==> src/rtl/cpu_pkg.sv <==
// cpu_pkg: shared definitions for the ID/EX stage and its neighbours.
//   - Datapath widths (DATA_W, OP_W, REG_AW).
//   - ALU operation encodings (ALU_NOP is the bubble op).
//   - id_ex_t: the complete contents of the ID/EX pipeline register.
//   - bubble(): the register value that represents "no instruction".
package cpu_pkg;

  localparam int DATA_W = 8;
  localparam int OP_W   = 5;
  localparam int REG_AW = 4;

  localparam logic [OP_W-1:0] ALU_NOP    = 5'b00000;
  localparam logic [OP_W-1:0] ALU_PASS_B = 5'b00001;
  localparam logic [OP_W-1:0] ALU_INC    = 5'b00100;

  typedef struct packed {
    logic              valid;
    logic [OP_W-1:0]   alu_op;
    logic [REG_AW-1:0] rs1_addr;
    logic [REG_AW-1:0] rs2_addr;
    logic [DATA_W-1:0] rs1_val;
    logic [DATA_W-1:0] rs2_val;
    logic [REG_AW-1:0] rd;
    logic              reg_write;
  } id_ex_t;

  // A bubble has every field zero. ALU_NOP is all-zero, and zero source
  // addresses keep the forwarding muxes idle while the stage is empty.
  function automatic id_ex_t bubble();
    id_ex_t b;
    b        = '0;
    b.alu_op = ALU_NOP;
    return b;
  endfunction

endpackage

==> src/rtl/id_ex_stage_if.sv <==
// id_ex_stage_if: all non-clock signals of the ID/EX stage bundled together.
//   Decode side : dec_valid, dec_alu_op, dec_rs1/rs2_addr, dec_rs1/rs2_val,
//                 dec_rd_addr, dec_reg_write
//   Control     : stall, flush
//   Forwarding  : exm_reg_write/rd_addr/result, mwb_reg_write/rd_addr/result
//   ALU side    : ex_valid, ex_alu_op, ex_src_a, ex_src_b, ex_rd_addr,
//                 ex_reg_write
//   Debug       : stall_cnt (CNT_W bits)
// master: the surrounding pipeline (drives decode/control/forwarding).
// slave : the ID/EX stage itself.
interface id_ex_stage_if #(
  parameter int CNT_W = 16
);
  import cpu_pkg::*;

  logic              dec_valid;
  logic [OP_W-1:0]   dec_alu_op;
  logic [REG_AW-1:0] dec_rs1_addr;
  logic [REG_AW-1:0] dec_rs2_addr;
  logic [DATA_W-1:0] dec_rs1_val;
  logic [DATA_W-1:0] dec_rs2_val;
  logic [REG_AW-1:0] dec_rd_addr;
  logic              dec_reg_write;

  logic              stall;
  logic              flush;

  logic              exm_reg_write;
  logic [REG_AW-1:0] exm_rd_addr;
  logic [DATA_W-1:0] exm_result;
  logic              mwb_reg_write;
  logic [REG_AW-1:0] mwb_rd_addr;
  logic [DATA_W-1:0] mwb_result;

  logic              ex_valid;
  logic [OP_W-1:0]   ex_alu_op;
  logic [DATA_W-1:0] ex_src_a;
  logic [DATA_W-1:0] ex_src_b;
  logic [REG_AW-1:0] ex_rd_addr;
  logic              ex_reg_write;
  logic [CNT_W-1:0]  stall_cnt;

  modport master (
    output dec_valid, dec_alu_op, dec_rs1_addr, dec_rs2_addr,
           dec_rs1_val, dec_rs2_val, dec_rd_addr, dec_reg_write,
           stall, flush,
           exm_reg_write, exm_rd_addr, exm_result,
           mwb_reg_write, mwb_rd_addr, mwb_result,
    input  ex_valid, ex_alu_op, ex_src_a, ex_src_b, ex_rd_addr,
           ex_reg_write, stall_cnt
  );

  modport slave (
    input  dec_valid, dec_alu_op, dec_rs1_addr, dec_rs2_addr,
           dec_rs1_val, dec_rs2_val, dec_rd_addr, dec_reg_write,
           stall, flush,
           exm_reg_write, exm_rd_addr, exm_result,
           mwb_reg_write, mwb_rd_addr, mwb_result,
    output ex_valid, ex_alu_op, ex_src_a, ex_src_b, ex_rd_addr,
           ex_reg_write, stall_cnt
  );

endinterface

==> src/rtl/id_ex_stage_fwd_mux.sv <==
// fwd_mux: selects the freshest value of one source operand.
//   rs_addr/rs_val       : registered operand address and register-file value
//   exm_reg_write/rd/res : EX/MEM forwarding bus (highest priority)
//   mwb_reg_write/rd/res : MEM/WB forwarding bus
//   fwd_val              : selected operand value
// Register 0 is hard-wired to zero in the register file, so a write aimed at
// it must never be forwarded.
module fwd_mux
  import cpu_pkg::*;
(
  input  logic [REG_AW-1:0] rs_addr,
  input  logic [DATA_W-1:0] rs_val,
  input  logic              exm_reg_write,
  input  logic [REG_AW-1:0] exm_rd_addr,
  input  logic [DATA_W-1:0] exm_result,
  input  logic              mwb_reg_write,
  input  logic [REG_AW-1:0] mwb_rd_addr,
  input  logic [DATA_W-1:0] mwb_result,
  output logic [DATA_W-1:0] fwd_val
);

  logic exm_hit;
  logic mwb_hit;

  assign exm_hit = exm_reg_write && (exm_rd_addr == rs_addr) && (rs_addr != '0);
  assign mwb_hit = mwb_reg_write && (mwb_rd_addr == rs_addr) && (rs_addr != '0);

  // EX/MEM holds the younger producer, so it wins when both match.
  always_comb begin
    fwd_val = rs_val;
    if (exm_hit) begin
      fwd_val = exm_result;
    end else if (mwb_hit) begin
      fwd_val = mwb_result;
    end
  end

endmodule

==> src/rtl/id_ex_stage.sv <==
// id_ex_stage: ID/EX pipeline register feeding the 8-bit ALU.
//   clk   : rising-edge clock
//   rst_n : asynchronous, active-low reset
//   bus   : id_ex_stage_if.slave (decode inputs, stall/flush, forwarding
//           buses, ALU-side outputs and the debug stall counter)
// Priority per edge is flush > stall > load. Operands are forwarded
// combinationally on the way out; while stalled the operand registers are
// refreshed with the forwarded values so a producer leaving MEM/WB during
// the stall is not lost. stall_cnt counts stalled edges and saturates.
module id_ex_stage
  import cpu_pkg::*;
#(
  parameter int CNT_W = 16
) (
  input  logic          clk,
  input  logic          rst_n,
  id_ex_stage_if.slave  bus
);

  id_ex_t            stage_q;
  id_ex_t            stage_next;
  logic [CNT_W-1:0]  cnt_q;
  logic [DATA_W-1:0] fwd_a;
  logic [DATA_W-1:0] fwd_b;
  logic [DATA_W-1:0] src_a;
  logic [DATA_W-1:0] src_b;

  fwd_mux u_fwd_a (
    .rs_addr       (stage_q.rs1_addr),
    .rs_val        (stage_q.rs1_val),
    .exm_reg_write (bus.exm_reg_write),
    .exm_rd_addr   (bus.exm_rd_addr),
    .exm_result    (bus.exm_result),
    .mwb_reg_write (bus.mwb_reg_write),
    .mwb_rd_addr   (bus.mwb_rd_addr),
    .mwb_result    (bus.mwb_result),
    .fwd_val       (fwd_a)
  );

  fwd_mux u_fwd_b (
    .rs_addr       (stage_q.rs2_addr),
    .rs_val        (stage_q.rs2_val),
    .exm_reg_write (bus.exm_reg_write),
    .exm_rd_addr   (bus.exm_rd_addr),
    .exm_result    (bus.exm_result),
    .mwb_reg_write (bus.mwb_reg_write),
    .mwb_rd_addr   (bus.mwb_rd_addr),
    .mwb_result    (bus.mwb_result),
    .fwd_val       (fwd_b)
  );

  // An empty stage presents zero operands no matter what the buses carry.
  assign src_a = stage_q.valid ? fwd_a : '0;
  assign src_b = stage_q.valid ? fwd_b : '0;

  always_comb begin
    stage_next = stage_q;
    if (bus.flush) begin
      stage_next = bubble();
    end else if (bus.stall) begin
      stage_next.rs1_val = src_a;
      stage_next.rs2_val = src_b;
    end else if (bus.dec_valid) begin
      stage_next.valid     = 1'b1;
      stage_next.alu_op    = bus.dec_alu_op;
      stage_next.rs1_addr  = bus.dec_rs1_addr;
      stage_next.rs2_addr  = bus.dec_rs2_addr;
      stage_next.rs1_val   = bus.dec_rs1_val;
      stage_next.rs2_val   = bus.dec_rs2_val;
      stage_next.rd        = bus.dec_rd_addr;
      stage_next.reg_write = bus.dec_reg_write;
    end else begin
      stage_next = bubble();
    end
  end

  always_ff @(posedge clk or negedge rst_n) begin
    if (!rst_n) begin
      stage_q <= bubble();
    end else begin
      stage_q <= stage_next;
    end
  end

  // Counts every stalled edge, flush or not; sticks at all-ones.
  always_ff @(posedge clk or negedge rst_n) begin
    if (!rst_n) begin
      cnt_q <= '0;
    end else if (bus.stall && (cnt_q != '1)) begin
      cnt_q <= cnt_q + 1'b1;
    end
  end

  assign bus.ex_valid     = stage_q.valid;
  assign bus.ex_alu_op    = stage_q.alu_op;
  assign bus.ex_src_a     = src_a;
  assign bus.ex_src_b     = src_b;
  assign bus.ex_rd_addr   = stage_q.rd;
  assign bus.ex_reg_write = stage_q.reg_write;
  assign bus.stall_cnt    = cnt_q;

endmodule

==> src/flat_wrapper.sv <==
// flat-port wrapper written by rule: the top's interface ports become plain ports
module id_ex_stage_flat import cpu_pkg::*;
#(
  parameter int CNT_W = 16
)
  (clk, rst_n, bus_dec_valid, bus_dec_alu_op, bus_dec_rs1_addr, bus_dec_rs2_addr, bus_dec_rs1_val, bus_dec_rs2_val, bus_dec_rd_addr, bus_dec_reg_write, bus_stall, bus_flush, bus_exm_reg_write, bus_exm_rd_addr, bus_exm_result, bus_mwb_reg_write, bus_mwb_rd_addr, bus_mwb_result, bus_ex_valid, bus_ex_alu_op, bus_ex_src_a, bus_ex_src_b, bus_ex_rd_addr, bus_ex_reg_write, bus_stall_cnt);
  id_ex_stage_if #(.CNT_W(CNT_W)) bus_i ();
  input  logic clk;
  input  logic rst_n;
  input wire logic [$bits(bus_i.dec_valid)-1:0] bus_dec_valid;
  input wire logic [$bits(bus_i.dec_alu_op)-1:0] bus_dec_alu_op;
  input wire logic [$bits(bus_i.dec_rs1_addr)-1:0] bus_dec_rs1_addr;
  input wire logic [$bits(bus_i.dec_rs2_addr)-1:0] bus_dec_rs2_addr;
  input wire logic [$bits(bus_i.dec_rs1_val)-1:0] bus_dec_rs1_val;
  input wire logic [$bits(bus_i.dec_rs2_val)-1:0] bus_dec_rs2_val;
  input wire logic [$bits(bus_i.dec_rd_addr)-1:0] bus_dec_rd_addr;
  input wire logic [$bits(bus_i.dec_reg_write)-1:0] bus_dec_reg_write;
  input wire logic [$bits(bus_i.stall)-1:0] bus_stall;
  input wire logic [$bits(bus_i.flush)-1:0] bus_flush;
  input wire logic [$bits(bus_i.exm_reg_write)-1:0] bus_exm_reg_write;
  input wire logic [$bits(bus_i.exm_rd_addr)-1:0] bus_exm_rd_addr;
  input wire logic [$bits(bus_i.exm_result)-1:0] bus_exm_result;
  input wire logic [$bits(bus_i.mwb_reg_write)-1:0] bus_mwb_reg_write;
  input wire logic [$bits(bus_i.mwb_rd_addr)-1:0] bus_mwb_rd_addr;
  input wire logic [$bits(bus_i.mwb_result)-1:0] bus_mwb_result;
  output wire logic [$bits(bus_i.ex_valid)-1:0] bus_ex_valid;
  output wire logic [$bits(bus_i.ex_alu_op)-1:0] bus_ex_alu_op;
  output wire logic [$bits(bus_i.ex_src_a)-1:0] bus_ex_src_a;
  output wire logic [$bits(bus_i.ex_src_b)-1:0] bus_ex_src_b;
  output wire logic [$bits(bus_i.ex_rd_addr)-1:0] bus_ex_rd_addr;
  output wire logic [$bits(bus_i.ex_reg_write)-1:0] bus_ex_reg_write;
  output wire logic [$bits(bus_i.stall_cnt)-1:0] bus_stall_cnt;
  assign bus_i.dec_valid = bus_dec_valid;
  assign bus_i.dec_alu_op = bus_dec_alu_op;
  assign bus_i.dec_rs1_addr = bus_dec_rs1_addr;
  assign bus_i.dec_rs2_addr = bus_dec_rs2_addr;
  assign bus_i.dec_rs1_val = bus_dec_rs1_val;
  assign bus_i.dec_rs2_val = bus_dec_rs2_val;
  assign bus_i.dec_rd_addr = bus_dec_rd_addr;
  assign bus_i.dec_reg_write = bus_dec_reg_write;
  assign bus_i.stall = bus_stall;
  assign bus_i.flush = bus_flush;
  assign bus_i.exm_reg_write = bus_exm_reg_write;
  assign bus_i.exm_rd_addr = bus_exm_rd_addr;
  assign bus_i.exm_result = bus_exm_result;
  assign bus_i.mwb_reg_write = bus_mwb_reg_write;
  assign bus_i.mwb_rd_addr = bus_mwb_rd_addr;
  assign bus_i.mwb_result = bus_mwb_result;
  assign bus_ex_valid = bus_i.ex_valid;
  assign bus_ex_alu_op = bus_i.ex_alu_op;
  assign bus_ex_src_a = bus_i.ex_src_a;
  assign bus_ex_src_b = bus_i.ex_src_b;
  assign bus_ex_rd_addr = bus_i.ex_rd_addr;
  assign bus_ex_reg_write = bus_i.ex_reg_write;
  assign bus_stall_cnt = bus_i.stall_cnt;
  id_ex_stage #(.CNT_W(CNT_W)) u_core (.clk(clk), .rst_n(rst_n), .bus(bus_i));
endmodule
==> config.mk <==
export PLATFORM = sky130hd
export DESIGN_NAME = id_ex_stage_flat
export DESIGN_NICKNAME = d
export VERILOG_FILES = /design/src/rtl/cpu_pkg.sv /design/src/rtl/id_ex_stage_if.sv /design/src/rtl/id_ex_stage_fwd_mux.sv /design/src/rtl/id_ex_stage.sv /design/src/flat_wrapper.sv
export SDC_FILE = /design/constraint.sdc
export NUM_CORES = 1
export LEC_CHECK = 0
export CORE_ASPECT_RATIO = 1.1
export CORE_UTILIZATION = 41
export CTS_BUF_LIST = sky130_fd_sc_hd__clkbuf_8
export DETAILED_ROUTE_END_ITERATION = 10
export PLACE_DENSITY = 0.79
export RECOVER_POWER = 100
export SLEW_MARGIN = 20
export SYNTH_ARGS = -nofsm -noshare
export SYNTH_HDL_FRONTEND = slang
export SYNTH_SLANG_ARGS = --single-unit
==> constraint.sdc <==
create_clock -name clk -period 1.82 [get_ports clk]
set_input_delay 0.273 -clock clk [delete_from_list [all_inputs] [get_ports clk]]
set_output_delay 0.273 -clock clk [all_outputs]
set_load 0.01 [all_outputs]
# Word level (Yosys, flattened, before mapping)
# Index checks and enable logic that the tools add are counted.
# op_classes
add_sub_neg	1
n_eq_ne	6
n_mux	11
reduce_logical	11
# ops
operator	n
2-to-1 mux 35 bit	2
2-to-1 mux 8 bit	6
adder 16 x 1 -> 16 bit, second input constant	1
equality test 4 bit	4
2-to-1 mux 16 bit	1
!= test 16 bit, second input constant	1
2-to-1 mux 14 bit	1
logical AND 1 bit	9
nonzero test 4 bit	2
2-to-1 mux 5 bit	1
!= test 2 x 1 -> 1 bit, second input constant	1
# totals
register_bits	51
output_inout_bits	43

# Depth between registers and ports, before layout
# Gate-level depths: netlist of the first run.
# depth
ltp_word	8
mapped_depth	7
depth_no_buf	6

# Hierarchy
# Synthesis of the first run repeated with hierarchy kept, for this count alone.
# unflattened
cells_unflattened	285
hier_area_um2	2910.3
# by_module_without_submodules
mod	instances	cells_each	area_per_inst_um2
id_ex_stage	1	179	2189.6
fwd_mux	2	53	360.3

# Worst setup path before layout of the first run
# No wires, ideal clock.
# synth_timing
kind	register -> output
startpoint	register u_core.stage_q[24] (netlist bit)
endpoint	output port bus_ex_src_b[0]
arrival_time_ps	1660
required_time_ps	1547
path_slack_ps	-113
path_stages_with_launch	7
cell_sequence	dfrtp_1 -> xnor2_1 -> nand3_1 -> or4b_1 -> buf_2 -> a221oi_1 -> nor2_1
# synth_via
elab_chain_cells	6
# synth_lines
element	line	text
start: declaration	id_ex_stage.sv:20	id_ex_t stage_q;
start signal: assignment	id_ex_stage.sv:79	stage_q <= bubble();
start signal: assignment	id_ex_stage.sv:81	stage_q <= stage_next;
equality test 4 bit	id_ex_stage_fwd_mux.sv:26	assign mwb_hit = mwb_reg_write && (mwb_rd_addr == rs_addr) && (rs_addr != '0);
logical AND 1 bit (2 in series)	id_ex_stage_fwd_mux.sv:26	
2-to-1 mux 8 bit	id_ex_stage_fwd_mux.sv:33	end else if (mwb_hit) begin
2-to-1 mux 8 bit *	id_ex_stage_fwd_mux.sv:31	if (exm_hit) begin
2-to-1 mux 8 bit *	id_ex_stage.sv:54	assign src_b = stage_q.valid ? fwd_b : '0;
end: declaration	flat_wrapper.sv:29	output wire logic [$bits(bus_i.ex_src_b)-1:0] bus_ex_src_b;
# Mark *: on every way between the ends. The rest lies on a longest branch, timed or not.

# Final worst setup path of the first run
# layout_timing
startpoint	register u_core.stage_q[21] (netlist bit)
endpoint	output port bus_ex_src_b[7]
# Same word-level chain as after synthesis.

==> results of run 1 <==
[cells in the mapped netlist (all sizes together)]
cell type	number
nor4	1
ha	1
nor2b	1
o41ai	1
or4b	1
clkbuf	10
or2	3
o21ai	48
inv	1
buf	13
xnor2	19
nand3	7
a31o	1
xor2	9
and2	12
and3	5
nand3b	1
a31oi	1
a21oi	3
mux2	1
and4	2
nor2	25
dfrtp	51
nor3	4
o211ai	1
or3	2
nand2	20
a221oi	16
nand4	7
nor3b	1
a22o	18
[how the worst min path moves through the flow]
stage,start,endpoint,slack [ns],depth (start not counted)
after floorplan,rst_n,u_core.bus.ex_alu_op[0],-0.02,0
after global placement,rst_n,u_core.bus.ex_rd_addr[0],0.29,2
after detailed placement,rst_n,u_core.bus.ex_alu_op[1],0.29,2
after CTS,rst_n,u_core.bus.ex_rd_addr[0],0.49,3
after global routing,u_core.bus.stall_cnt[13],u_core.bus.stall_cnt[13],0.51,1
final,u_core.bus.stall_cnt[13],u_core.bus.stall_cnt[13],0.49,1
[logic make-up (layout without fill, tap and decap cells)]
logic type,count (synthesis),count (layout),share of synthesized area (%)
compound gates,89,89,21.6
xor+xnor,28,28,8.99
fa+ha+maj,1,1,0.458
buf+inv,24,183,4.77
flops,51,51,46.8
mux,1,1,0.413
simple gates,92,94,17.0
[through the flow]
stage | power (mW) | util (%) | setup slack (ns)
after floorplan | 1.73 | - | -0.0934
after global placement | 2.25 | 65.1 | -1.03
after detailed placement | 2.27 | 65.1 | -1.11
after CTS | 3.13 | 73.3 | -0.690
after global routing | 3.28 | 76.7 | -0.931
final | 3.14 | 76.7 | -0.849
[area by class of cell]
cell class | count | area [um^2]
Clock buffer | 5 | 68.8
Clock inverter | 2 | 33.8
Tap cell | 80 | 100
Timing Repair Buffer | 175 | 1580
Inverter | 1 | 3.75
Sequential cell | 51 | 1280
Fill cell | 405 | 1470
Multi-Input combinational cell | 213 | 1770
[worst reg2reg max path, stage by stage (launching register included)]
cell and delay, ns:
dfrtp_1 0.43, xnor2_1 0.24, nand3_1 0.15, or4b_4 0.52, buf_12 0.17, a221oi_4 0.27, buf_4 0.16, o21ai_2 0.04
[power by group]
| part | leakage, nW | switching, mW | total (mW) | internal, mW |
|---|---|---|---|---|
| sequential | 0.685 | 0.128 | 1.38 | 1.25 |
| combinational | 1.35 | 0.445 | 0.993 | 0.548 |
| clock | 0.0554 | 0.374 | 0.772 | 0.398 |
[per-layer routing]
| metal | GRT usage (%) | share of wire (%) |
|---|---|---|
| met5 | 0 | 0 |
| met4 | 10.7 | 3.8 |
| met3 | 5.52 | 7.0 |
| met2 | 48.8 | 51 |
| met1 | 34.7 | 38 |
[sequential cells by signal, indices dropped and copies added (netlist names)]
signal / flops
u_core.bus.ex_alu_op: 5
u_core.bus.stall_cnt: 16
u_core.bus.ex_rd_addr: 4
u_core.bus.ex_valid: 1
u_core.bus.ex_reg_write: 1
u_core.stage_q: 24
[repair_timing]
item / 4_1_cts / 5_1_grt
buffers inserted: 25 / 16
setup endpoints to repair: 32 / 36
cloned: 1 / 1
gates resized for setup: 125 / 49
hold buffers: 1 / 0
pin swaps: 35 / 31
hold endpoints to repair: 51 / 0
==> summary.txt, run 1 <==
Placement
  • DP HPWL: 5960 um
  • Placed cell count: roughly 480
  • Routability Congestion: around 0.85
  • # port buffers: roughly 110
  • Area after DPL: 4100 um^2

STA
  • Unrepaired setup endpoints after global routing: yes
  • Final setup violation count: 32
  • Final hold vios: 0
  • Final TNS setup: -14.02 ns
  • Max-slew violations: 0
  • Worst Tran Pin Value: ~1.1 ns
  • Period minus WS final: 2.67 ns
  • Max-slew headroom: between 20% and 30%
  • Tcrit/Tclk final: 147%
  • Final WS setup: -0.849 ns
  • FMAX: 0.375 GHz
  • Setup Skew: around 0.011 ns
  • Hold slack: ~0.5 ns

Logic synthesis
  • Ranking of synthesized cells by area: dfrtp_1 (47%), o21ai_0 (7.3%), xnor2_1 (6.1%)
  • Cells after Synth: around 290
  • Sequential-to-total area share from yosys stat: a little under half
  • Warnings, synthesis: 0
  • Synth area leader: dfrtp_1
  • Net Count, Synth: 352
  • Share of the synthesized area in the top cell type: between 40% and 50%
  • Post-Synthesis Cell Area: around 2700 um^2
  • Avg Inst Size Synth: about 9.5 um^2
  • FF+latch count, synth: slightly above 50
  • Synth unique cells: 37

Setup path
  • Data arrival time of the critical path: ~2.4 ns
  • Critical path, cell by cell: xnor2_1, nand3_1, or4b_4, buf_12, a221oi_4, nor2_1, buf_2
  • Buf/Inv on CP: 2
  • WS Path Type: flip-flop to output port
  • Setup crit end kind: output port
  • Reg-to-reg critical path startpoint: u_core.stage_q[21]
  • CP peak stage delay: roughly 0.52 ns
  • Crit path to: bus_ex_src_b[7]
  • CP max-delay cell: or4b_4
  • Worst reg2reg setup slack: -0.28 ns
  • Worst R2R Path Depth: 7
  • Top delay family on crit path: simple AND/OR/NAND/NOR gates
  • CP max FO: 8
  • Crit path depth: 7
  • CP Launch Type: flip-flop
  • Worst path required time: between 1.5 and 2 ns
  • Critical path launch point: u_core.stage_q[21]
  • Reg2reg end: u_core.stage_q[10]

Min path
  • Worst hold path class: flip-flop to flip-flop

Floorplanning
  • Die area: roughly 7000 um^2
  • Die width: roughly 80 um
  • Initial core utilization: 43.3%
  • Die H: ~88 um
  • # rows: 30
  • Core ar.: approximately 6300 um^2
  • Top Ports: 108

Run
  • Max Cap Viol: 0

Global routing
  • Vias in the first global route: about 3.1k
  • Initial antenna violation count: 0
  • Pin count of the biggest net entering global routing: 52
  • Total grt overflow: 0
  • GR Util All Layers: 28.2%
  • First-pass GRT wire length: 15,100 um

Power
  • Peak supply drop: approximately 580 uV
  • Leak pwr: between 2 and 2.5 nW
  • Pwr Density: about 650 nW/um^2

Cells and area
  • Non-filler cells, final: between 500 and 600
  • Cell area after layout: 4840 um^2
  • Layout cells sized above 1: 30.4%
  • N_diodes: 0
  • Most frequent cells in the layout: clkdlybuf4s50_1 (61), dfrtp_1 (50), buf_4 (42)
  • Commonest non-fill, non-tap cell in the layout: clkdlybuf4s50_1
  • Nets: 513
  • Area Growth Syn to Fin: 77.2%

Route
  • DR pass1 iterations: 4
  • Detail-routed net length per standard cell: 20.1 um
  • Final ANT Viol Nets: 0
  • Final wirelength: between 10,000 and 15,000 um
  • Initial DRC Count: ~200
  • DRC Markers: 0
  • DR vias/cell: 5.81
  • Routed via count: between 3k and 4k

Clocking
  • CTS Buffer Depth: 2
  • H-tree levels: 2
  • # clock sinks: 51
  • Skew-Pair Late Insertion Delay: 0.31 ns
  • Cts bufs inserted: 5
  • Clock-pin slew on the worst setup and hold paths: approximately 0.090 ns
  • TritonCTS clock tree: built
  • CTS root buf: clkbuf_8

Outcome
  • Status: finished, violations left
  • Failing checks: setup timing
No activity file was read; power rests on OpenSTA's default activity.
==> inputs of run 2 (changes only) <==
--- a/config.mk
+++ b/config.mk
@@ -6,8 +6,10 @@
 export NUM_CORES = 1
 export LEC_CHECK = 0
 export CORE_ASPECT_RATIO = 1.1
+export CORE_MARGIN = 1
 export CORE_UTILIZATION = 41
 export CTS_BUF_LIST = sky130_fd_sc_hd__clkbuf_8
+export CTS_CLUSTER_DIAMETER = 120
 export DETAILED_ROUTE_END_ITERATION = 10
 export PLACE_DENSITY = 0.79
 export RECOVER_POWER = 100
==> results of run 2 <==
No change in the layout: final DEF, timing and power equal those of run 1.
